==> config.mk <==
export PLATFORM = sky130hd
export DESIGN_NAME = mac_tx_framer
export DESIGN_NICKNAME = d
export VERILOG_FILES = /design/src/rtl/mac_tx_framer.sv
export SDC_FILE = /design/constraint.sdc
export NUM_CORES = 1
export LEC_CHECK = 0
export ABC_CLOCK_PERIOD_IN_PS = 2600
export BUFFER_PORTS_ARGS = -buffer_cell sky130_fd_sc_hd__buf_2
export CORE_MARGIN = 2
export CORE_UTILIZATION = 40
export DETAILED_ROUTE_END_ITERATION = 7
export GPL_ROUTABILITY_DRIVEN = 1
export GPL_TIMING_DRIVEN = 0
export PLACE_DENSITY_LB_ADDON = 0.3
export SETUP_SLACK_MARGIN = 0.3
export SYNTH_ARGS = -nofsm -noshare
export SYNTH_HDL_FRONTEND = slang
export SYNTH_SLANG_ARGS = --single-unit
==> constraint.sdc <==
create_clock -name clk -period 2.6 [get_ports clk]
set_clock_uncertainty 0.05 [all_clocks]
set_input_delay 0.52 -clock clk [delete_from_list [all_inputs] [get_ports clk]]
set_output_delay 0.52 -clock clk [all_outputs]
set_load 0.05 [all_outputs]
==> src/rtl/mac_tx_framer.sv <==
// Ethernet MAC transmit framer: wraps a contiguous body stream with preamble, SFD, zero pad and FCS,
// then holds off the next frame for IFG idle cycles. Outputs registered; rdy is high only in DATA.
module mac_tx_framer #(
   parameter int IFG          = 12,
   parameter int MIN_LEN      = 60,
   parameter int PREAMBLE_LEN = 7
) (
   input  logic       clk,
   input  logic       rst,
   input  logic [7:0] din,
   input  logic       vin,
   input  logic       lin,
   output logic       rdy,
   output logic [7:0] dout,
   output logic       vout,
   output logic       err,
   output logic       busy
);

   typedef enum logic [2:0] {IDLE, PRE, SFD, DATA, PAD, FCS, GAP} state_t;

   localparam logic [15:0] MIN_LEN_W = 16'(MIN_LEN);
   localparam logic [15:0] GAP_LAST  = 16'(IFG - 1);
   localparam logic [7:0]  PRE_LAST  = 8'(PREAMBLE_LEN - 1);

   state_t      state, state_nxt;
   logic [7:0]  dout_nxt;
   logic        vout_nxt, err_nxt;
   logic [31:0] crc, crc_nxt;
   logic [15:0] cnt, cnt_nxt, cnt_inc;
   logic [7:0]  pre_cnt, pre_cnt_nxt;
   logic [1:0]  fcs_idx, fcs_idx_nxt;
   logic [15:0] gap_cnt, gap_cnt_nxt;
   logic        bad, bad_nxt;
   logic [31:0] fcs_word;
   logic [7:0]  fcs_byte;

   function automatic logic [31:0] crc_upd(input logic [31:0] c, input logic [7:0] d);
      logic [31:0] r;
      r = c ^ {24'h000000, d};
      for (int i = 0; i < 8; i++)
         r = r[0] ? ((r >> 1) ^ 32'hEDB88320) : (r >> 1);
      return r;
   endfunction

   assign rdy     = (state == DATA);
   assign busy    = (state != IDLE);
   assign cnt_inc = (cnt == 16'hFFFF) ? cnt : cnt + 16'd1;

   // An aborted frame carries the complement of the true FCS, i.e. the raw CRC register.
   always_comb begin
      fcs_word = bad ? crc : ~crc;
      case (fcs_idx)
         2'd0:    fcs_byte = fcs_word[7:0];
         2'd1:    fcs_byte = fcs_word[15:8];
         2'd2:    fcs_byte = fcs_word[23:16];
         default: fcs_byte = fcs_word[31:24];
      endcase
   end

   always_comb begin
      state_nxt   = state;
      dout_nxt    = 8'h00;
      vout_nxt    = 1'b0;
      err_nxt     = 1'b0;
      crc_nxt     = crc;
      cnt_nxt     = cnt;
      pre_cnt_nxt = pre_cnt;
      fcs_idx_nxt = fcs_idx;
      gap_cnt_nxt = gap_cnt;
      bad_nxt     = bad;
      case (state)
         IDLE: begin
            if (vin) begin
               vout_nxt    = 1'b1;
               crc_nxt     = 32'hFFFFFFFF;
               cnt_nxt     = 16'd0;
               fcs_idx_nxt = 2'd0;
               bad_nxt     = 1'b0;
               if (PREAMBLE_LEN == 0) begin
                  dout_nxt  = 8'hD5;
                  state_nxt = DATA;
               end else begin
                  dout_nxt    = 8'h55;
                  pre_cnt_nxt = 8'd1;
                  state_nxt   = (PREAMBLE_LEN == 1) ? SFD : PRE;
               end
            end
         end
         PRE: begin
            vout_nxt    = 1'b1;
            dout_nxt    = 8'h55;
            pre_cnt_nxt = pre_cnt + 8'd1;
            if (pre_cnt == PRE_LAST)
               state_nxt = SFD;
         end
         SFD: begin
            vout_nxt  = 1'b1;
            dout_nxt  = 8'hD5;
            state_nxt = DATA;
         end
         DATA: begin
            vout_nxt = 1'b1;
            if (vin) begin
               dout_nxt = din;
               crc_nxt  = crc_upd(crc, din);
               cnt_nxt  = cnt_inc;
               if (lin)
                  state_nxt = (cnt_inc < MIN_LEN_W) ? PAD : FCS;
            end else begin
               // Underrun: this cycle already becomes pad or the first FCS byte so vout stays contiguous.
               bad_nxt = 1'b1;
               if (cnt < MIN_LEN_W) begin
                  crc_nxt   = crc_upd(crc, 8'h00);
                  cnt_nxt   = cnt_inc;
                  state_nxt = (cnt_inc >= MIN_LEN_W) ? FCS : PAD;
               end else begin
                  dout_nxt    = crc[7:0];
                  err_nxt     = 1'b1;
                  fcs_idx_nxt = 2'd1;
                  state_nxt   = FCS;
               end
            end
         end
         PAD: begin
            vout_nxt = 1'b1;
            crc_nxt  = crc_upd(crc, 8'h00);
            cnt_nxt  = cnt_inc;
            if (cnt_inc >= MIN_LEN_W)
               state_nxt = FCS;
         end
         FCS: begin
            vout_nxt    = 1'b1;
            dout_nxt    = fcs_byte;
            err_nxt     = bad && (fcs_idx == 2'd0);
            fcs_idx_nxt = fcs_idx + 2'd1;
            if (fcs_idx == 2'd3) begin
               gap_cnt_nxt = 16'd0;
               state_nxt   = (IFG == 0) ? IDLE : GAP;
            end
         end
         GAP: begin
            gap_cnt_nxt = gap_cnt + 16'd1;
            if (gap_cnt == GAP_LAST)
               state_nxt = IDLE;
         end
         default: state_nxt = IDLE;
      endcase
   end

   always_ff @(posedge clk) begin
      if (rst) begin
         state   <= IDLE;
         dout    <= 8'h00;
         vout    <= 1'b0;
         err     <= 1'b0;
         crc     <= 32'hFFFFFFFF;
         cnt     <= 16'd0;
         pre_cnt <= 8'd0;
         fcs_idx <= 2'd0;
         gap_cnt <= 16'd0;
         bad     <= 1'b0;
      end else begin
         state   <= state_nxt;
         dout    <= dout_nxt;
         vout    <= vout_nxt;
         err     <= err_nxt;
         crc     <= crc_nxt;
         cnt     <= cnt_nxt;
         pre_cnt <= pre_cnt_nxt;
         fcs_idx <= fcs_idx_nxt;
         gap_cnt <= gap_cnt_nxt;
         bad     <= bad_nxt;
      end
   end

endmodule

==> flow_metrics.env, run 1 <==
export IMPL_outcome="complete, no violations"
export IMPL_initial_core_util_pct=41.29
export IMPL_hp_class="register to register"
export IMPL_internal_power_w=0.002447
export IMPL_crit_path_max_incr_delay_ns=0.47
export IMPL_n_antenna_cell=0
export IMPL_die_area_mm2=0.01756
export IMPL_ys_seq_elements=88
export IMPL_async_flop_share_pct=0
export IMPL_max_cap_viol_count=0
export IMPL_clk_latency_ns=0.36
export IMPL_preCtsSetupSlack_ns=-0.7095
export IMPL_path_cells="inv_2, ha_4, or4b_4, nor4b_4, o21a_1, a31oi_1, a211o_1, o31a_1"
export IMPL_dpl_instance_area_mm2=0.006970
export IMPL_synthTopCellsByArea="dfxtp_1, xnor2_1, nor2_1"
export IMPL_finalHoldViolCount=0
export IMPL_via_count=6553
export IMPL_numPortBuffers=18
export IMPL_power_density_mw_per_mm2=452.5
export IMPL_grt_pass1_vias=5884
export IMPL_cts_root_buf="clkbuf_16"
export IMPL_most_common_layout_cells="nor2_1, dfxtp_1, xnor2_1, a21oi_1, nand2_1"
export IMPL_worst_pin_slew_ns=0.6304
export IMPL_cts_buffer_depth=2
export IMPL_netlist_area_leader_share_pct=26.67
export IMPL_startpoint="pre_cnt[0]"
export IMPL_cp_start_kind="register"
export IMPL_syn2layout_area_growth_pct=18.20
export IMPL_drt_initial_drc_count=729
export IMPL_yosys_most_used_dff="dfxtp_1"
export IMPL_crit_family="compound AO/OA/AOI/OAI gates"
export IMPL_period_needed_ns=2.270
export IMPL_finalWirelength_mm=21.30
export IMPL_finalCritPeriodShare_pct=87.31
export IMPL_avgSynthCellArea_um2=8.096
export IMPL_layout_commonest_cell="nor2_1"
export IMPL_worstHoldStart="gap_cnt[1]"
export IMPL_synth_cell_type_count=71
export IMPL_p_seq_share_pct=39.2
export IMPL_crit_cells=8
export IMPL_timing_final_ws_setup_ns=0.3298
export IMPL_relSlewSlack_pct=57.97
export IMPL_rsz0062_at_grt="yes"
export IMPL_numCtsBuffers=9
export IMPL_holdPathStages=2
export IMPL_yosys_warnings=0
export IMPL_drive_above_1_share_pct=18.97
export IMPL_ioPinCount=24
export IMPL_combPwrFrac_pct=21.6
export IMPL_switching_share_pct=30.75
export IMPL_grt_pass1_wl_mm=33.07
export IMPL_coreArea_mm2=0.01600
export IMPL_rr_startpoint="pre_cnt[0]"
export IMPL_slew_violations=0
export IMPL_synth_seq_area_share_pct=26.67
export IMPL_gr_usage_all_layers_pct=23.93
export IMPL_wire_per_inst_um=19.53
export IMPL_drc_errors=0
export IMPL_cts_hold_buf=0
export IMPL_fp_dieH_um=132.5
export IMPL_vias_per_cell=6.006
export IMPL_crit_type="register to register"
export IMPL_clkTransAtPathRegs_ns=0.07
export IMPL_finalSetupViolCount=0
export IMPL_cts_num_sinks=88
export IMPL_p_clk_share_pct=39.2
export IMPL_ir_worst_vdd_v=0.0004006
export IMPL_grt_overflow=0
export IMPL_cp_num_buf_inv=1
export IMPL_syn_instance_count=816
export IMPL_post_route_cell_area_mm2=0.007809
export IMPL_syn_area_mm2=0.006606
export IMPL_rrSetupSlack_ns=0.33
export IMPL_dp_hpwl_mm=14.98
export IMPL_grt_antenna_before_repair=1
export IMPL_grt_max_degree=17
export IMPL_critPathArrivalTime_ns=2.46
export IMPL_num_rows=46
export IMPL_gp_congestion=0.9745
export IMPL_dp_cells=1050
export IMPL_final_cells=1091
export IMPL_switchingPower_w=0.001087
export IMPL_h_tree_depth=3
export IMPL_cp_max_fo=2
export IMPL_rr_worst_depth=8
export IMPL_max_freq_ghz=0.4405
export IMPL_die_w_um=132.5
export IMPL_p_leak_nw=2.942
export IMPL_nets=890
export IMPL_total_power_w=0.003533
export IMPL_postRouteAntennaNets=0
export IMPL_yosysTopAreaCell="dfxtp_1"
export IMPL_dr_pass1_iters=6
export IMPL_synth_nets=836
export IMPL_endpoint_kind="register"
export IMPL_synth_edf_count=0
export IMPL_cts_tree="yes"
export IMPL_critPathRequiredTime_ns=2.79
export IMPL_slowest_stage="or4b_4"
==> flip-flops by register name, summed over array words and instances, names as in the netlist <==
name and cells:
crc 32, cnt 16, gap_cnt 16, dout 8, pre_cnt 8, state 3, fcs_idx 2, bad 1
err 1, vout 1
==> path summary, 6_finish.rpt <==
check / end
max: state[0]
min: gap_cnt[1]
max reg2reg: state[0]
min reg2reg: gap_cnt[1]
==> area by class of cell <==
type | instances | area, um^2
fill | 1585 | 8192
multi-input combinational | 646 | 4702
sequential | 88 | 1777
buffer | 65 | 384.1
timing repair buffer | 43 | 306.5
tap | 216 | 270.3
clock buffer | 9 | 225.2
clock inverter | 7 | 80.08
inverter | 17 | 63.81
==> stage by stage <==
stage          setup TNS, ns  utilization [%]  hold WS [ns]
2_1_floorplan              0                -        0.4147
3_3_place_gp          -12.42            43.56        0.4276
3_5_place_dp          -11.44            43.56        0.4369
4_1_cts                    0            46.72        0.4479
5_1_grt                    0            48.80        0.4805
6_report                   0            48.80        0.4506
==> metal layers <==
layer  routed length [um]  GRT usage, %  up-vias
li1                     -             -     3050
met1                 9514         33.17     3161
met2                 9381         36.01      295
met3                 1770         5.019       45
met4                  623         10.10        2
met5                   14             0        -
==> worst reg2reg max path, cell delays in order (launching register included) <==
cell	delay (ns)
dfxtp_2	0.33
inv_2	0.07
ha_4	0.11
or4b_4	0.47
nor4b_4	0.29
o21a_1	0.20
a31oi_1	0.11
a211o_1	0.23
o31a_1	0.29
==> what timing repair did <==
| action | in CTS | in global routing |
|---|---|---|
| pin swaps | 2 | 17 |
| resized for setup | 41 | 64 |
| endpoints found under the setup margin | 52 | 65 |
| buffers inserted | 9 | 16 |
| hold endpoints to repair | 0 | 0 |
==> logic make-up after synthesis <==
| logic type | share of synthesized area [%] |
|---|---|
| AND/OR/NAND/NOR | 19.64 |
| AO/OA/AOI/OAI | 23.60 |
| XOR/XNOR | 21.31 |
| flip-flops | 26.67 |
| buffers and inverters | 5.625 |
| multiplexers | 1.648 |
| adder cells (fa/ha/maj) | 1.515 |
==> power groups by stage <==
stage	Clock (W)	Sequential (W)	Combinational, W
CTS	0.00140	0.00138	0.000695
finish	0.00138	0.00139	0.000763
global placement	0	0.00142	0.000673
floorplan	0	0.00144	0.000497
detailed placement	0	0.00142	0.000674
global route	0.00147	0.00139	0.000812
==> synthesized netlist by cell type, drive strengths merged, types with 10 or more instances <==
cell type / instances
a211oi: 18
a21oi: 54
a221oi: 14
a31oi: 10
buf: 31
clkbuf: 34
dfxtp: 88
inv: 17
nand2: 54
nand2b: 11
nand3: 30
nor2: 94
nor3: 20
o21ai: 40
o21bai: 18
o22ai: 17
xnor2: 87
xor2: 32
No activity file was read; power rests on OpenSTA's default activity.
==> inputs of run 2 (changes only) <==
- CORE_ASPECT_RATIO: not set -> 0.7
- HOLD_SLACK_MARGIN: not set -> 0.1
==> flow_metrics.env, run 2 (synthesis gave the netlist of run 1 again) <==
export IMPL_regMostFlops="crc"
export IMPL_h_tree_depth=3
export IMPL_cts_hold_buf=0
export IMPL_combPwrFrac_pct=21.2
export IMPL_clk_latency_ns=0.36
export IMPL_relSlewSlack_pct=54.00
export IMPL_wire_per_inst_um=19.71
export IMPL_cts_buffer_depth=2
export IMPL_largestRegisters="crc: 32 flops, cnt: 16 flops, gap_cnt: 16 flops"
export IMPL_timing_final_ws_setup_ns=0.3169
export IMPL_fp_dieH_um=111.5
export IMPL_hp_class="register to register"
export IMPL_finalCritPeriodShare_pct=87.81
export IMPL_max_cap_viol_count=0
export IMPL_switchingPower_w=0.001090
export IMPL_slew_violations=0
export IMPL_syn2layout_area_growth_pct=18.41
export IMPL_grt_pass1_vias=5908
export IMPL_largest_reg_flops=32
export IMPL_grt_overflow=0
export IMPL_gp_congestion=1.005
export IMPL_nets=890
export IMPL_drc_errors=0
export IMPL_finalHoldViolCount=0
export IMPL_critPathArrivalTime_ns=2.48
export IMPL_cts_num_sinks=88
export IMPL_internal_power_w=0.002455
export IMPL_crit_type="register to register"
export IMPL_layout_commonest_cell="nor2_1"
export IMPL_postRouteAntennaNets=0
export IMPL_grt_pass1_wl_mm=34.26
export IMPL_drt_initial_drc_count=824
export IMPL_holdPathStages=2
export IMPL_dp_hpwl_mm=15.64
export IMPL_finalWirelength_mm=21.68
export IMPL_outcome="complete, no violations"
export IMPL_ioPinCount=24
export IMPL_die_w_um=157.6
export IMPL_die_area_mm2=0.01758
export IMPL_endpoint_kind="register"
export IMPL_power_density_mw_per_mm2=453.2
export IMPL_p_clk_share_pct=39.7
export IMPL_ir_worst_vdd_v=0.0002590
export IMPL_via_count=6511
export IMPL_switching_share_pct=30.75
export IMPL_rr_worst_depth=8
export IMPL_hold_path_endpoint="gap_cnt[1]"
export IMPL_cts_tree="yes"
export IMPL_most_common_layout_cells="nor2_1, dfxtp_1, xnor2_1, nand2_1, a21oi_1"
export IMPL_clkTransAtPathRegs_ns=0.07
export IMPL_p_leak_nw=2.949
export IMPL_p_seq_share_pct=39.1
export IMPL_post_route_util_pct=48.14
export IMPL_num_rows=39
export IMPL_post_route_cell_area_mm2=0.007823
export IMPL_period_needed_ns=2.283
export IMPL_numPortBuffers=18
export IMPL_fill_cells=1588
export IMPL_critPathRequiredTime_ns=2.80
export IMPL_initial_core_util_pct=40.66
export IMPL_dr_pass1_iters=5
export IMPL_dpl_instance_area_mm2=0.006982
export IMPL_r2r_end="state[0]"
export IMPL_preCtsSetupSlack_ns=-0.4770
export IMPL_worst_pin_slew_ns=0.6900
export IMPL_rrSetupSlack_ns=0.32
export IMPL_vias_per_cell=5.919
export IMPL_cp_max_fo=4
export IMPL_coreArea_mm2=0.01625
export IMPL_gr_usage_all_layers_pct=25.27
export IMPL_grt_max_degree=18
export IMPL_tns_ns=0
export IMPL_finalSetupViolCount=0
export IMPL_rsz0062_at_grt="yes"
export IMPL_worstHoldStart="gap_cnt[1]"
export IMPL_numCtsBuffers=9
export IMPL_max_freq_ghz=0.4380
export IMPL_rr_startpoint="pre_cnt[0]"
export IMPL_whs_ns=0.4537
export IMPL_drive_above_1_share_pct=18.74
export IMPL_cts_root_buf="clkbuf_16"
export IMPL_grt_antenna_before_repair=0
export IMPL_cp_start_kind="register"
export IMPL_n_antenna_cell=0
run 2: changes by cell type in the layout (fill, tap and decap cells not counted), sizes merged:
cell / before / now
buf: 70 / 72
clkbuf: 47 / 45
clkinv: 3 / 1
inv: 19 / 21
run 2: per-stage QoR:
stage,instances,total power (W)
3_5_place_dp,1059,0.002090
6_report,1100,0.003546
3_3_place_gp,1059,0.002086
2_1_floorplan,816,0.001932
4_1_cts,1084,0.003507
5_1_grt,1100,0.003671
run 2: layer usage:
metal	track usage, %	vias up	routed length, um	share of wire (%)
met5	0	-	0	0
met4	6.424	0	354	1.6
met3	9.926	30	2693	12
met2	33.13	351	8557	39
met1	37.91	3068	10070	46
li1	-	3062	-	-
run 2: critical path: stages (launching register included):
cell and delay (ns):
dfxtp_2 0.33, inv_2 0.07, ha_4 0.12, or4b_4 0.47, nor4b_4 0.29, o21a_2 0.22, a31oi_2 0.11, a211o_1 0.24
o31a_1 0.29
run 2: final cells by class:
type / count / area [um^2] / area share [%]
multi-input combinational: 646 / 4696 / 60.03
sequential: 88 / 1778 / 22.73
buffer: 65 / 392.9 / 5.022
timing repair buffer: 43 / 299.0 / 3.823
tap: 225 / 281.5 / 3.599
clock buffer: 9 / 225.2 / 2.879
clock inverter: 7 / 86.33 / 1.104
inverter: 17 / 63.81 / 0.8157
run 2: repair_timing:
action,in CTS,in global routing
setup endpoints to repair,52,69
setup buffers,9,16
gates cloned,0,0
pin swaps,2,17
gates resized for setup,40,74
run 2: worst max-delay path by stage:
stage	slack, ns	start	cells after the start	to
floorplan	0.30	cnt[1]	8	state[0]
global placement	-0.46	vin	7	crc[27]
detailed placement	-0.48	vin	7	crc[27]
CTS	0.22	state[2]	6	crc[27]
global route	0.21	cnt[8]	7	cnt[5]
finish	0.32	pre_cnt[0]	8	state[0]
run 2: power by group through the flow:
stage	clock network [W]	logic [W]	registers, W
finish	0.00141	0.000753	0.00138
global route	0.00148	0.000801	0.00139
CTS	0.00143	0.000693	0.00138
detailed placement	0	0.000672	0.00142
global placement	0	0.000668	0.00142
floorplan	0	0.000497	0.00144
==> inputs of run 3 (changes only) <==
- CELL_PAD_IN_SITES_DETAIL_PLACEMENT: not set -> 1
- CELL_PAD_IN_SITES_GLOBAL_PLACEMENT: not set -> 1
==> flow_metrics.env, run 3 (synthesis gave the netlist of run 1 again) <==
export IMPL_switchingPower_w=0.001080
export IMPL_gr_usage_all_layers_pct=29.58
export IMPL_drc_errors=0
export IMPL_largest_reg_flops=32
export IMPL_clk_latency_ns=0.36
export IMPL_most_common_layout_cells="nor2_1, dfxtp_1, xnor2_1, nand2_1, a21oi_1"
export IMPL_worst_pin_slew_ns=0.7724
export IMPL_cts_buffer_depth=2
export IMPL_finalWirelength_mm=25.66
export IMPL_rrSetupSlack_ns=0.31
export IMPL_dp_cells=1059
export IMPL_numPortBuffers=18
export IMPL_holdPathStages=2
export IMPL_post_route_cell_area_mm2=0.007970
export IMPL_rsz0062_at_grt="yes"
export IMPL_internal_power_w=0.002738
export IMPL_postRouteAntennaNets=0
export IMPL_grt_overflow=0
export IMPL_cp_start_kind="register"
export IMPL_vias_per_cell=6.142
export IMPL_grt_pass1_wl_mm=39.37
export IMPL_via_count=6756
export IMPL_crit_type="register to register"
export IMPL_dr_pass1_iters=8
export IMPL_layout_commonest_cell="nor2_1"
export IMPL_cts_tree="yes"
export IMPL_power_density_mw_per_mm2=479.0
export IMPL_switching_share_pct=28.29
export IMPL_drive_above_1_share_pct=20.11
export IMPL_finalSetupViolCount=0
export IMPL_fp_dieH_um=111.5
export IMPL_regArea_mm2=0.001778
export IMPL_fill_cells=1924
export IMPL_coreArea_mm2=0.01625
export IMPL_ioPinCount=24
export IMPL_finalCritPeriodShare_pct=88.26
export IMPL_rr_startpoint="cnt[11]"
export IMPL_syn2layout_area_growth_pct=20.64
export IMPL_preCtsSetupSlack_ns=-0.8521
export IMPL_max_freq_ghz=0.4358
export IMPL_ir_worst_vdd_v=0.0003245
export IMPL_hold_path_endpoint="gap_cnt[10]"
export IMPL_critPathRequiredTime_ns=2.86
export IMPL_p_leak_nw=2.999
export IMPL_grt_met2_usage_pct=44.43
export IMPL_cts_num_sinks=88
export IMPL_r2r_end="crc[9]"
export IMPL_wire_per_inst_um=23.33
export IMPL_rr_worst_depth=8
export IMPL_total_power_w=0.003818
export IMPL_finalHoldViolCount=0
export IMPL_final_cells=1100
export IMPL_met3_usage_pct=7.318
export IMPL_num_rows=39
export IMPL_top_usage_layer="met2"
export IMPL_nets=890
export IMPL_p_clk_share_pct=42.8
export IMPL_relSlewSlack_pct=48.51
export IMPL_die_area_mm2=0.01758
export IMPL_regMostFlops="crc"
export IMPL_tns_ns=0
export IMPL_multi_input_area_mm2=0.004778
export IMPL_outcome="complete, no violations"
export IMPL_hp_class="register to register"
export IMPL_die_w_um=157.6
export IMPL_initial_core_util_pct=40.66
export IMPL_max_cap_viol_count=0
export IMPL_period_needed_ns=2.295
export IMPL_cts_root_buf="clkbuf_16"
export IMPL_grt_pass1_vias=6638
export IMPL_numCtsBuffers=9
export IMPL_drt_initial_drc_count=768
export IMPL_grt_antenna_before_repair=0
export IMPL_h_tree_depth=3
export IMPL_combPwrFrac_pct=20.8
export IMPL_dpl_instance_area_mm2=0.006982
export IMPL_largestRegisters="crc: 32 flops, cnt: 16 flops, gap_cnt: 16 flops"
export IMPL_worstHoldStart="gap_cnt[10]"
export IMPL_endpoint_kind="register"
export IMPL_cp_max_fo=10
export IMPL_p_seq_share_pct=36.3
export IMPL_clkTransAtPathRegs_ns=0.07
export IMPL_gp_congestion=0.9463
export IMPL_cts_hold_buf=0
export IMPL_timing_final_ws_setup_ns=0.3053
export IMPL_n_antenna_cell=0
export IMPL_grt_max_degree=15
export IMPL_critPathArrivalTime_ns=2.55
export IMPL_grtUsageMet1_pct=42.56
export IMPL_slew_violations=0
export IMPL_dp_hpwl_mm=18.48
-- run 3: cell types whose count changed in the layout (fill, tap and decap cells not counted), sizes merged --
cell and change:
inv -4, bufinv +3, buf +2, clkinvlp -1
-- run 3: through the flow --
stage	hold slack (ns)	utilization, %
final	0.4708	49.05
after global routing	0.4936	49.05
after CTS	0.4516	47.13
after detailed placement	0.4399	42.97
after global placement	0.4286	42.97
after floorplan	0.4147	-
-- run 3: worst max-delay path by stage --
stage	from	to	slack (ns)	cells after the start
finish	cnt[11]	crc[9]	0.31	8
global route	fcs_idx[1]	dout[6]	0.22	9
CTS	cnt[0]	state[0]	0.30	8
detailed placement	vin	crc[27]	-0.85	7
global placement	vin	crc[27]	-0.82	7
floorplan	cnt[1]	state[0]	0.30	8
-- run 3: power by group through the flow --
stage / Sequential (W) / Combinational (W) / Clock (W)
finish: 0.00139 / 0.000796 / 0.00163
global route: 0.00139 / 0.000837 / 0.00171
CTS: 0.00139 / 0.000738 / 0.00166
detailed placement: 0.00142 / 0.000690 / 0
global placement: 0.00142 / 0.000677 / 0
floorplan: 0.00144 / 0.000497 / 0
-- run 3: final cells by class --
type                       count  area share, %
clock inverter                 5          1.617
multi-input combinational    646          59.95
clock buffer                  11          2.920
inverter                      17         0.8006
sequential                    88          22.31
tap                          225          3.532
buffer                        65          5.071
timing repair buffer          43          3.799
-- run 3: timing repair --
item,CTS,global route
cloned,0,0
setup buffers,14,11
resized for setup,60,70
endpoints found under the setup margin,57,56
pin swaps,6,18
-- run 3: layer usage --
layer / wire length (um) / up-vias
met5: 0 / -
met4: 497 / 0
met3: 2253 / 44
met2: 11040 / 283
met1: 11870 / 3369
li1: - / 3060
-- run 3: worst max-delay path: stages (launching register included) --
cell and delay, ns:
dfxtp_1 0.30, clkbuf_4 0.17, nor4_1 0.27, nand4_1 0.27, o211a_1 0.29, buf_2 0.19, buf_4 0.23, a21oi_1 0.30
a211o_1 0.16
